==> config.mk <==
export PLATFORM = sky130hd
export DESIGN_NAME = mmio_timer_bank
export DESIGN_NICKNAME = d
export VERILOG_FILES = /design/src/rtl/mmio_timer_bank.sv
export SDC_FILE = /design/constraint.sdc
export NUM_CORES = 1
export LEC_CHECK = 0
export ABC_CLOCK_PERIOD_IN_PS = 4800
export CAP_MARGIN = 15
export CORE_UTILIZATION = 50
export DETAILED_ROUTE_END_ITERATION = 7
export PLACE_DENSITY = 0.67
export RECOVER_POWER = 100
export SYNTH_ARGS = -nofsm -noshare
export SYNTH_HDL_FRONTEND = slang
export SYNTH_SLANG_ARGS = --single-unit
==> constraint.sdc <==
create_clock -name clk -period 4.8 [get_ports clk]
set_input_delay 0.72 -clock clk [delete_from_list [all_inputs] [get_ports clk]]
set_output_delay 0.72 -clock clk [all_outputs]
set_load 0.02 [all_outputs]
==> src/rtl/mmio_timer_bank.sv <==
// Bank of NUM_CH down-counting timers with prescalers behind a small MMIO port.
// Per channel: CTRL, LOAD, COUNT, STATUS at addr {ch[2:0], reg[1:0]}.
module mmio_timer_bank #(
  parameter int NUM_CH = 4,
  parameter int WIDTH  = 32,
  parameter int PSC_W  = 16
) (
  input  logic              clk,
  input  logic              Rst,
  input  logic              wr,
  input  logic              rd,
  input  logic [4:0]        addr,
  input  logic [31:0]       din,
  output logic [31:0]       dout,
  output logic              irq,
  output logic [NUM_CH-1:0] hit_pulse
);

  localparam logic [1:0] REG_CTRL = 2'd0;
  localparam logic [1:0] REG_LOAD = 2'd1;
  localparam logic [1:0] REG_CNT  = 2'd2;
  localparam logic [1:0] REG_STAT = 2'd3;

  logic [NUM_CH-1:0] en_q, en_d;
  logic [NUM_CH-1:0] per_q, per_d;
  logic [NUM_CH-1:0] ien_q, ien_d;
  logic [NUM_CH-1:0] hit_q, hit_d;
  logic [NUM_CH-1:0] pulse_q, pulse_d;
  logic [NUM_CH-1:0] tick, tc, sel, wsel;

  logic [PSC_W-1:0] psc_q [NUM_CH];
  logic [PSC_W-1:0] psc_d [NUM_CH];
  logic [PSC_W-1:0] pre_q [NUM_CH];
  logic [PSC_W-1:0] pre_d [NUM_CH];
  logic [WIDTH-1:0] load_q [NUM_CH];
  logic [WIDTH-1:0] load_d [NUM_CH];
  logic [WIDTH-1:0] cnt_q [NUM_CH];
  logic [WIDTH-1:0] cnt_d [NUM_CH];

  logic [31:0] dout_q, dout_d, rdata;
  logic [2:0]  ch_idx;
  logic [1:0]  reg_sel;
  logic        unused_din;

  assign ch_idx     = addr[4:2];
  assign reg_sel    = addr[1:0];
  assign unused_din = ^din;

  // Out-of-range channel indices match no channel: reads 0, writes dropped.
  always_comb begin
    sel  = '0;
    wsel = '0;
    for (int i = 0; i < NUM_CH; i++) begin
      sel[i]  = (ch_idx == 3'(i));
      wsel[i] = wr && sel[i];
    end
  end

  always_comb begin
    rdata = '0;
    for (int i = 0; i < NUM_CH; i++) begin
      if (sel[i]) begin
        case (reg_sel)
          REG_CTRL: begin
            rdata[0]          = en_q[i];
            rdata[1]          = per_q[i];
            rdata[2]          = ien_q[i];
            rdata[16 +: PSC_W] = psc_q[i];
          end
          REG_LOAD: rdata[WIDTH-1:0] = load_q[i];
          REG_CNT:  rdata[WIDTH-1:0] = cnt_q[i];
          REG_STAT: rdata[0]         = hit_q[i];
          default:  rdata            = '0;
        endcase
      end
    end
  end

  always_comb begin
    dout_d  = rd ? rdata : dout_q;
    en_d    = en_q;
    per_d   = per_q;
    ien_d   = ien_q;
    hit_d   = hit_q;
    psc_d   = psc_q;
    pre_d   = pre_q;
    load_d  = load_q;
    cnt_d   = cnt_q;
    pulse_d = '0;
    tick    = '0;
    tc      = '0;
    for (int i = 0; i < NUM_CH; i++) begin
      tick[i] = en_q[i] && (pre_q[i] >= psc_q[i]);
      if (en_q[i])
        pre_d[i] = tick[i] ? '0 : pre_q[i] + PSC_W'(1);
      // A software COUNT write wins over the tick in the same cycle.
      if (wsel[i] && reg_sel == REG_CNT) begin
        cnt_d[i] = din[WIDTH-1:0];
      end else if (tick[i]) begin
        if (cnt_q[i] != '0)
          cnt_d[i] = cnt_q[i] - WIDTH'(1);
        else
          tc[i] = 1'b1;
      end
      if (tc[i]) begin
        pulse_d[i] = 1'b1;
        hit_d[i]   = 1'b1;
        if (per_q[i])
          cnt_d[i] = load_q[i];
        else
          en_d[i] = 1'b0;
      end
      if (wsel[i] && reg_sel == REG_CTRL) begin
        en_d[i]  = din[0];
        per_d[i] = din[1];
        ien_d[i] = din[2];
        psc_d[i] = din[16 +: PSC_W];
        if (!en_q[i] && din[0])
          pre_d[i] = '0;
      end
      if (wsel[i] && reg_sel == REG_LOAD)
        load_d[i] = din[WIDTH-1:0];
      // A new hit in the same cycle beats the clear.
      if (wsel[i] && reg_sel == REG_STAT && din[0] && !tc[i])
        hit_d[i] = 1'b0;
    end
  end

  always_ff @(posedge clk) begin
    if (Rst) begin
      en_q    <= '0;
      per_q   <= '0;
      ien_q   <= '0;
      hit_q   <= '0;
      pulse_q <= '0;
      dout_q  <= '0;
      for (int i = 0; i < NUM_CH; i++) begin
        psc_q[i]  <= '0;
        pre_q[i]  <= '0;
        load_q[i] <= '0;
        cnt_q[i]  <= '0;
      end
    end else begin
      en_q    <= en_d;
      per_q   <= per_d;
      ien_q   <= ien_d;
      hit_q   <= hit_d;
      pulse_q <= pulse_d;
      dout_q  <= dout_d;
      for (int i = 0; i < NUM_CH; i++) begin
        psc_q[i]  <= psc_d[i];
        pre_q[i]  <= pre_d[i];
        load_q[i] <= load_d[i];
        cnt_q[i]  <= cnt_d[i];
      end
    end
  end

  assign dout      = dout_q;
  assign hit_pulse = pulse_q;
  assign irq       = |(hit_q & ien_q);

endmodule

Yosys cells after proc, flatten, opt, wreduce, memory -nomap -nowiden
Cells that the tools add are included.
- reduce and logical (&&, ||, !) cells: 63
- equality and inequality tests: 10
- multiplexer cells: 84
- order comparisons: 4
- bitwise gates (word level): 1
- $add $sub $neg: 8
- operators by type and width (cell ; count):
    $mux W32 ; 24
    $mux W16 ; 16
    $pmux W16 S3 ; 4
    $reduce_bool A32 Y1 ; 4
    $sub A32 B1 Y32 const B ; 4
    $pmux W13 S2 ; 4
    $add A16 B1 Y16 const B ; 4
    $ge A16 B16 Y1 ; 4
    $logic_and A1 B1 Y1 ; 36
    $mux W1 ; 28
    $pmux W2 S3 ; 4
    $pmux W1 S4 ; 4
    $logic_not A1 Y1 ; 8
    $ne A2 B1 Y1 const B ; 4
    $reduce_and A2 Y1 ; 4
    $reduce_bool A2 Y1 ; 4
    $reduce_or A2 Y1 ; 4
    $eq A3 B2 Y1 const B ; 2
    $and A4 B4 Y4 ; 1
    $eq A2 B2 Y1 const B ; 2
    $reduce_or A4 Y1 ; 1
    $eq A3 B1 Y1 const B ; 1
    $logic_not A3 Y1 ; 1
    $eq A2 B1 Y1 const B ; 1
    $logic_not A2 Y1 ; 1
- word-level logic and storage cells: 204
- bits of input ports: 41
- output and inout port bits: 37
- bits in registers: 436

Logic depth before layout (Yosys ltp)
Gate-level depths: netlist of run 1.
- depth in word-level cells: 9
- depth in mapped cells: 11
- gate-level depth less buffers: 9

Worst setup path after synthesis of run 1
Ideal clock, no wire load.
- path kind: input to register
- start point: input port addr[0]
- end point: register cnt_q[0] (netlist bit)
- cell stages on the path: 10
- slack: 2.189 ns
- setup time: 0.087 ns
- buffers on the path: 3
- arrival: 2.524 ns
- required time: 4.713 ns
- cells stage by stage: inv_1 ha_1 clkbuf_1 nand2_1 nor2_1 clkbuf_1 nor4_1 buf_2 or2_2 o31ai_1
- longest elaborated chain between the ends: 5
- elaborated cells on any way between the ends: 6
- those cells by class: eq/ne: 1; mux: 4; reduce/logical: 1
- RTL lines (what ; line ; text):
    from (decl) ; 12 ; input logic [4:0] addr,
    $eq A2 B2 Y1 (*) ; 97 ; if (wsel[i] && reg_sel == REG_CNT) begin
    $logic_and A1 B1 Y1 (*) ; 97 ;
    $mux W32 ; 97 ;
    $mux W32 ; 108 ; if (per_q[i])
    $mux W32 (*) ; 105 ; if (tc[i]) begin
    to (signal, indexed assignment) ; 154 ; cnt_q[i] <= cnt_d[i];
    to (decl) ; 37 ; logic [WIDTH-1:0] cnt_q [NUM_CH];
Every way passes the cells marked *; elsewhere a longest branch is shown, timed or not.
A chain may end at the register's enable or synchronous reset.

Worst setup path in the final report of run 1
- start point: input port addr[1]
- end point: register dout_q[21] (netlist: dout[21])
- longest elaborated chain between the ends: 9
- elaborated cells on any way between the ends: 11
- those cells by class: eq/ne: 2; mux: 8; reduce/logical: 1
- RTL lines (what ; line ; text):
    $eq A2 B2 Y1, or another cell as far along ; 63 ; case (reg_sel)
    $pmux W16 S3 ; 63 ;
    $mux W32 ; 62 ; if (sel[i]) begin
    $pmux W16 S3 ; 63 ;
    $mux W32 ; 62 ;
    $pmux W16 S3 ; 63 ;
    $mux W32 ; 62 ;
    $pmux W16 S3 ; 63 ;
    $mux W32 (*) ; 62 ;
    to (signal assigned) ; 149 ; dout_q <= dout_d;
    to (decl) ; 40 ; logic [31:0] dout_q, dout_d, rdata;
Marked as above.

==> impl_results.md, run 1 <==
- # Max-Cap Violations: 2
- Met3 wire len: 9.368 mm
- Worst EP arrival: 4.60 ns
- Worst-margin pin slew: 1.626 ns
- Met1 wire length: 37.48 mm
- Hold Path Sink: dout[21]$_SDFFE_PP0P_
- Setup crit start kind: primary input
- Multi-input combinational cell area: 13,760 µm²
- Leakage: 8.720 nW
- Post-synth top flop: dfxtp_1
- Area leader, netlist: dfxtp_1
- Critical path class: in2reg
- Initial drt markers: 3,221
- # clock sinks: 436
- Outcome: finished, violations left
- Adder-cell share of the synthesized area: under 10%
- VDD IR max: 247.2 µV
- # fillers: roughly 4,400
- Clk pwr share: 44.4%
- Critical path capture point type: flip-flop
- Post-synth EDFFs: 0
- Final nets: 3,136
- Synth Area in Compound Gates: 23.14%
- Largest stage delay on the critical path: 1.22 ns
- Fin Setup TNS: 0 ns
- Sequential cell area: roughly 8700 µm²
- Reg2Reg Setup Slack: 0.73 ns
- DR DRC count: 5
- Critical Path Fanout Max: 64
- Tmin final: 4.083 ns
- Synthesized area: 23,780 µm²
- Die area: 48,430 µm²
- Most frequent CP cell: a21oi_1
- Psw: approximately 0.0023 W
- #FFs+latches synth: 436
- Violated checks: DRC, capacitance limit, slew limit
- Finished Layout Cells: 3,651
- Antenna cells: 0
- Initial antenna violation count: 4
- FMAX: 0.2449 GHz
- Largest family of logic cells by synthesized area: simple AND/OR/NAND/NOR gates
- Post-CTS setup buffer count: 0
- Depth of the CTS H-tree: 2
- Hpwl dp: 65.45 mm
- Clk slew on worst S/H paths: 0.06 ns
- Routed vias/inst: 6.649
- Xor/xnor share of the synthesized area: 4.715%
- Most frequent cell after synthesis: nand2_1
- Root Buffer: clkbuf_16
- Clk Latency, worst-skew pair: between 0.6 and 0.7 ns
- Largest cells by area after synthesis: dfxtp_1, nand2_1, a21oi_1, a22oi_1, ha_1
- First-pass GRT wire length: 141.2 mm
- Sw Ratio: between 20% and 30%
- Relative slew slack: -8.371%
- Top post-synthesis cells by count: nand2_1, dfxtp_1, a21oi_1
- Final period util: 85.06%
- Reg power frac: 44.4%
- Chip Height: 220.1 µm
- CTS Buf Count: 48
- Slew Limit Fails: around 100
- Synth warnings: 0
- Synth cell types: 79
- Longest Clk Path Bufs: 3
- Initial Util: 50.86%
- Total Routing Usage GR: 38.67%
- Post-cts sizing count: 0
- Core Box Area: approximately 47,000 µm²
- Mapped Nets: 3,189
- Min-Delay Path Depth: 2
- WP data required: 5.32 ns
- Hold Crit Start: dout[21]$_SDFFE_PP0P_
- DRT antenna net count: 0
- Cell chain of the critical path: dlygate4sd3_1 > inv_1 > ha_2 > clkbuf_1 > a222oi_1 > a21oi_1 > o311ai_0 > a21oi_1
- Routability cong.: 1.041
- Setup Skew: about 0.022 ns
- Vias in the first global route: 22,430
- Post-Route WL: 94.78 mm
- Cell internal pwr: 0.006052 W
- Slowest-stage cell, CP: ha_2
- Die outline width: between 200 and 250 µm
- Share of the synthesized area in the top cell type: 36.71%
- Logic gate share of total power: 11.2%
- RR Endpoint: cnt_q[1]$_SDFF_PP0_
- Hold Path Class: reg2reg
- Async set-reset flop share out of synthesis: 0%
- Synth-to-layout area growth: 10.91%
- Largest net degree at the start of global routing: 181
- P per Cell Area: 316.9 nW/µm²
- Register area share after synthesis: 36.71%
- Setup violations, final: 0
- Hold slack: roughly 0.46 ns
- Max layer used: met5
- Routed len/inst: approximately 26 µm
- 1st-pass router iterations: 8
- Cts hold-fix bufs: 0
- Unrepaired setup endpoints after global routing: false
- Dpl cells: 3,570
- Syn Area/Cell: 7.755 µm²
- Rows: 79
- Reg2Reg Depth: 11
- Layout cell share with drive strength beyond 1: under 10%
- Fin. Hold Viols: 0
- Syn Inst Count: a little over 3,000
- Mux cell area share after synthesis: 1.137%
- Grt ovf: 0
- Wire length on met2: 41.97 mm
- CTS tree: built
- Reg-to-reg startpoint: psc_q[2]$_SDFFE_PP0P_
- Port bufs: 77
- # IOs: 78
- Simple-gate share of the synthesized area: 24.38%
- Via count of the routed design: 24,280
[worst max-delay path by stage]
stage                            endpoint  cells past startpoint  slack [ns]              startpoint
floorplan             cnt_q[0]$_SDFF_PP0_                     10        2.19                 addr[0]
global placement      cnt_q[3]$_SDFF_PP0_                      9        0.95                 addr[0]
detailed placement    cnt_q[3]$_SDFF_PP0_                      9        0.88                 addr[0]
CTS                   cnt_q[3]$_SDFF_PP0_                      9        1.20  psc_q[12]$_SDFFE_PP0P_
global route          cnt_q[1]$_SDFF_PP0_                     11        0.56   psc_q[2]$_SDFFE_PP0P_
finish              dout[21]$_SDFFE_PP0P_                      8        0.72                 addr[1]
[per-stage QoR]
step	setup slack (ns)	power [W]	utilization (%)	cell area, µm²
after detailed placement	0.8786	0.004693	53.37	24950
after global placement	0.9507	0.004687	53.34	24940
after global routing	0.5619	0.008545	56.41	26370
after floorplan	2.189	0.004320	-	23780
final	0.7171	0.008357	56.41	26370
after CTS	1.201	0.008338	56.66	26490
[worst max-delay path, delay by kind of cell]
family,cells,cell delay [ns]
buf+inv,3,1.53
fa+ha+maj,1,1.22
compound gates,4,1.09
[registers in the layout (all words and copies together), names as in the netlist]
name       flops
cnt_q        128
dout          32
en_q           4
hit_pulse      4
hit_q          4
ien_q          4
load_q       128
per_q          4
pre_q         64
psc_q         64
[power by group through the flow]
stage / combinational (W) / clock, W / sequential, W
after floorplan: 0.000542 / 0 / 0.00378
after detailed placement: 0.000908 / 0 / 0.00379
after CTS: 0.000911 / 0.00372 / 0.00371
final: 0.000938 / 0.00371 / 0.00371
after global routing: 0.000971 / 0.00387 / 0.00371
after global placement: 0.000902 / 0 / 0.00379
[area by class of cell]
class,instances,share of cell area (%)
timing repair buffer,149,4.825
tap,607,2.880
multi-input combinational,2294,52.17
clock inverter,5,0.1898
inverter,84,1.196
clock buffer,76,5.641
sequential,436,33.10
[layout by cell type (no fill, tap or decap), drive strengths merged, types with 17 or more instances in the layout]
cell	Yosys	routed
ha	82	82
nand2b	27	27
dfxtp	436	436
or4	26	26
clkdlybuf4s50	0	34
nand2	538	538
or3	31	31
dlygate4sd3	0	40
nor2	200	200
nor4	51	51
a222oi	24	24
and3	27	27
o211ai	17	17
a31oi	23	23
a22oi	165	165
buf	51	56
nand4	60	60
o22ai	72	72
clkbuf	201	95
nor2b	21	21
xnor2	53	53
a211oi	23	23
nand3	116	116
o21ai	40	40
xor2	75	75
inv	83	83
o311ai	19	19
mux2i	27	27
a21oi	332	332
a221oi	29	29
nor3	60	60
[per-layer routing]
| layer | GRT usage (%) | vias to the layer above |
|---|---|---|
| met3 | 7.729 | 298 |
| met4 | 21.98 | 6 |
| met5 | 0 | - |
| met1 | 50.03 | 11570 |
| met2 | 59.82 | 1410 |
| li1 | - | 10990 |
[cells by family after synthesis]
logic type	count (synthesis)
buf+inv	336
flops	436
mux	27
compound gates	842
fa+ha+maj	82
simple gates	1215
xor+xnor	128
No activity file was read; power rests on OpenSTA's default activity.
==> run 2, diff against run 1 <==
--- a/config.mk
+++ b/config.mk
@@ -7,9 +7,12 @@
 export LEC_CHECK = 0
 export ABC_CLOCK_PERIOD_IN_PS = 4800
 export CAP_MARGIN = 15
+export CELL_PAD_IN_SITES_DETAIL_PLACEMENT = 1
+export CELL_PAD_IN_SITES_GLOBAL_PLACEMENT = 1
 export CORE_UTILIZATION = 50
 export DETAILED_ROUTE_END_ITERATION = 7
-export PLACE_DENSITY = 0.67
+export DONT_BUFFER_PORTS = 1
+export PLACE_DENSITY_LB_ADDON = 0.1
 export RECOVER_POWER = 100
 export SYNTH_ARGS = -nofsm -noshare
 export SYNTH_HDL_FRONTEND = slang
==> run 2 against run 1 <==
Against the previous run: the flow still finishes with violations (DRC, capacitance limit, slew limit); clock skew grew 0.0059 ns; critical path depth is the same; clock power rose by 9.4%; non-clock buffer count fell by 94; routed wire length rose by 3.6%; via count is 1.1% higher; clock-buffer cell count decreased by 5; highest routed layer unchanged.
==> impl_results.md, run 2 (synthesis gave the netlist of run 1 again) <==
- Largest stage delay on the critical path: about 1.6 ns
- Outcome: finished, violations left
- Tmin final: between 4 and 5 ns
- VDD IR max: 295.3 µV
- # fillers: ~5,700
- Grt ovf: 0
- Die area: roughly 48,000 µm²
- Clk slew on worst S/H paths: 0.06 ns
- Setup crit start: addr[0]
- Hold Path Class: in2reg
- WP data required: ~5.3 ns
- Initial drt markers: between 2,000 and 3,000
- Worst-margin pin slew: about 2.2 ns
- Clk Latency, worst-skew pair: around 0.62 ns
- Setup Skew: 0.02759 ns
- Hpwl dp: 65.77 mm
- Largest net degree at the start of global routing: 362
- Setup violations, final: 0
- Routability cong.: roughly 0.97
- # Max-Cap Violations: 3
- Final core occ: 54.86%
- First-pass GRT wire length: 148.5 mm
- Relative slew slack: -43.88%
- Initial Util: 50.86%
- 1st-pass router iterations: 8
- Port bufs: 0
- Placed Area: 24,030 µm²
- Violated checks: DRC, capacitance limit, slew limit
- Final Cell Area: between 20,000 and 30,000 µm²
- Leakage: 8.322 nW
- Via count of the routed design: 24,550
- Final nets: between 3,000 and 4,000
- Unrepaired setup endpoints after global routing: false
- # IOs: 78
- CTS Buf Count: 49
- Root Buffer: clkbuf_16
- Longest Clk Path Bufs: 3
- DR DRC count: 2
- Depth of the CTS H-tree: 2
- Most frequent cells in the layout: nand2_1, dfxtp_1, a21oi_1, nor2_1, a22oi_1
- Layout cell share with drive strength beyond 1: under 10%
- Synth-to-layout area growth: 7.878%
- Vias in the first global route: 24,650
- Critical path capture point type: flip-flop
- Critical path class: in2reg
- Routed vias/inst: 6.888
- Final period util: between 80% and 90%
- Worst EP arrival: 4.62 ns
- Cts hold-fix bufs: 0
- FMAX: 0.2432 GHz
- Cell chain of the critical path: inv_1 > ha_4 > clkbuf_1 > a22oi_1 > o22ai_1 > nor2_1 > o32a_1 > a211oi_1
- Antenna cells: 0
- Post-Route WL: ~100 mm
- Setup crit start kind: primary input
- Initial antenna violation count: 3
- Most common cell after layout, fill and taps aside: nand2_1
- DRT antenna net count: 0
- Reg-to-reg startpoint: cnt_q[120]$_SDFF_PP0_
- P per Cell Area: 330.3 nW/µm²
- Die outline width: 220.1 µm
- Rows: 79
- Routed len/inst: roughly 28 µm
- # clock sinks: 436
- Chip Height: 220.1 µm
- CTS tree: built
- Post-cts sizing count: 0
- Critical Path Fanout Max: 43
- Top flop regs: cnt_q (128), load_q (128)
- Core Box Area: 46,750 µm²
- Total Routing Usage GR: 40.11%
- Slew Limit Fails: 101
- Fin. Hold Viols: 0
- Post-CTS setup buffer count: 0
- Hold Crit Start: Rst
- Fin Setup TNS: 0 ns
- Slowest-stage cell, CP: clkbuf_1
==> run 2: cell types whose count changed in the layout (fill, tap and decap cells not counted), sizes merged <==
cell / previous run / this run
dlygate4sd3: 40 / 0
clkdlybuf4s50: 34 / 0
buf: 56 / 34
clkbuf: 95 / 92
clkinv: 5 / 12
bufinv: 1 / 6
==> run 2: worst max-delay path, delay by kind of cell <==
kind	cells	cell delay [ns]
AO/OA/AOI/OAI	4	1.56
adder cells (fa/ha/maj)	1	0.54
buffers and inverters	2	1.71
AND/OR/NAND/NOR	1	0.07
==> run 2: final cells by class <==
cell class / instances / area (µm²) / area share (%)
repair buffers: 55 / 356.6 / 1.390
multi-input cells: 2294 / 13770 / 53.70
flip-flops and latches: 436 / 8728 / 34.03
well taps: 607 / 759.5 / 2.961
clock inverters: 17 / 246.5 / 0.9610
clock buffers: 71 / 1470 / 5.732
inverters: 84 / 315.3 / 1.229
==> run 2: path summary, 6_finish.rpt <==
path,to,slack [ns],cells after the start
setup / recovery,dout[11]$_SDFFE_PP0P_,0.69,8
hold / removal,dout[7]$_SDFFE_PP0P_,0.21,1
setup reg to reg,cnt_q[127]$_SDFF_PP0_,0.75,8
hold reg to reg,load_q[50]$_SDFFE_PP0P_,0.48,2
==> run 2: report_power, final <==
part           internal (W)  leakage (nW)  switching (W)
clock network       0.00244         0.856        0.00163
logic              0.000191          3.95       0.000501
registers           0.00366          3.52      0.0000609
total               0.00628          8.32        0.00219
==> run 2: metal layers <==
metal | up-vias | GRT usage, % | share of wire, %
li1 | 10790 | - | -
met1 | 12240 | 50.08 | 39
met2 | 1218 | 66.18 | 47
met3 | 296 | 7.937 | 9.2
met4 | 2 | 18.74 | 4.8
met5 | - | 0 | 0.013
==> run 2: per-stage QoR <==
stage	cells	worst slack [ns]	hold slack, ns	power, W
6_report	3564	0.6878	0.2086	0.008473
5_1_grt	3564	0.5258	0.2002	0.008677
4_1_cts	3561	0.8794	0.1882	0.008480
3_5_place_dp	3473	0.9123	0.4641	0.004463
3_3_place_gp	3473	1.062	0.4552	0.004445
2_1_floorplan	3066	2.189	0.4455	0.004320
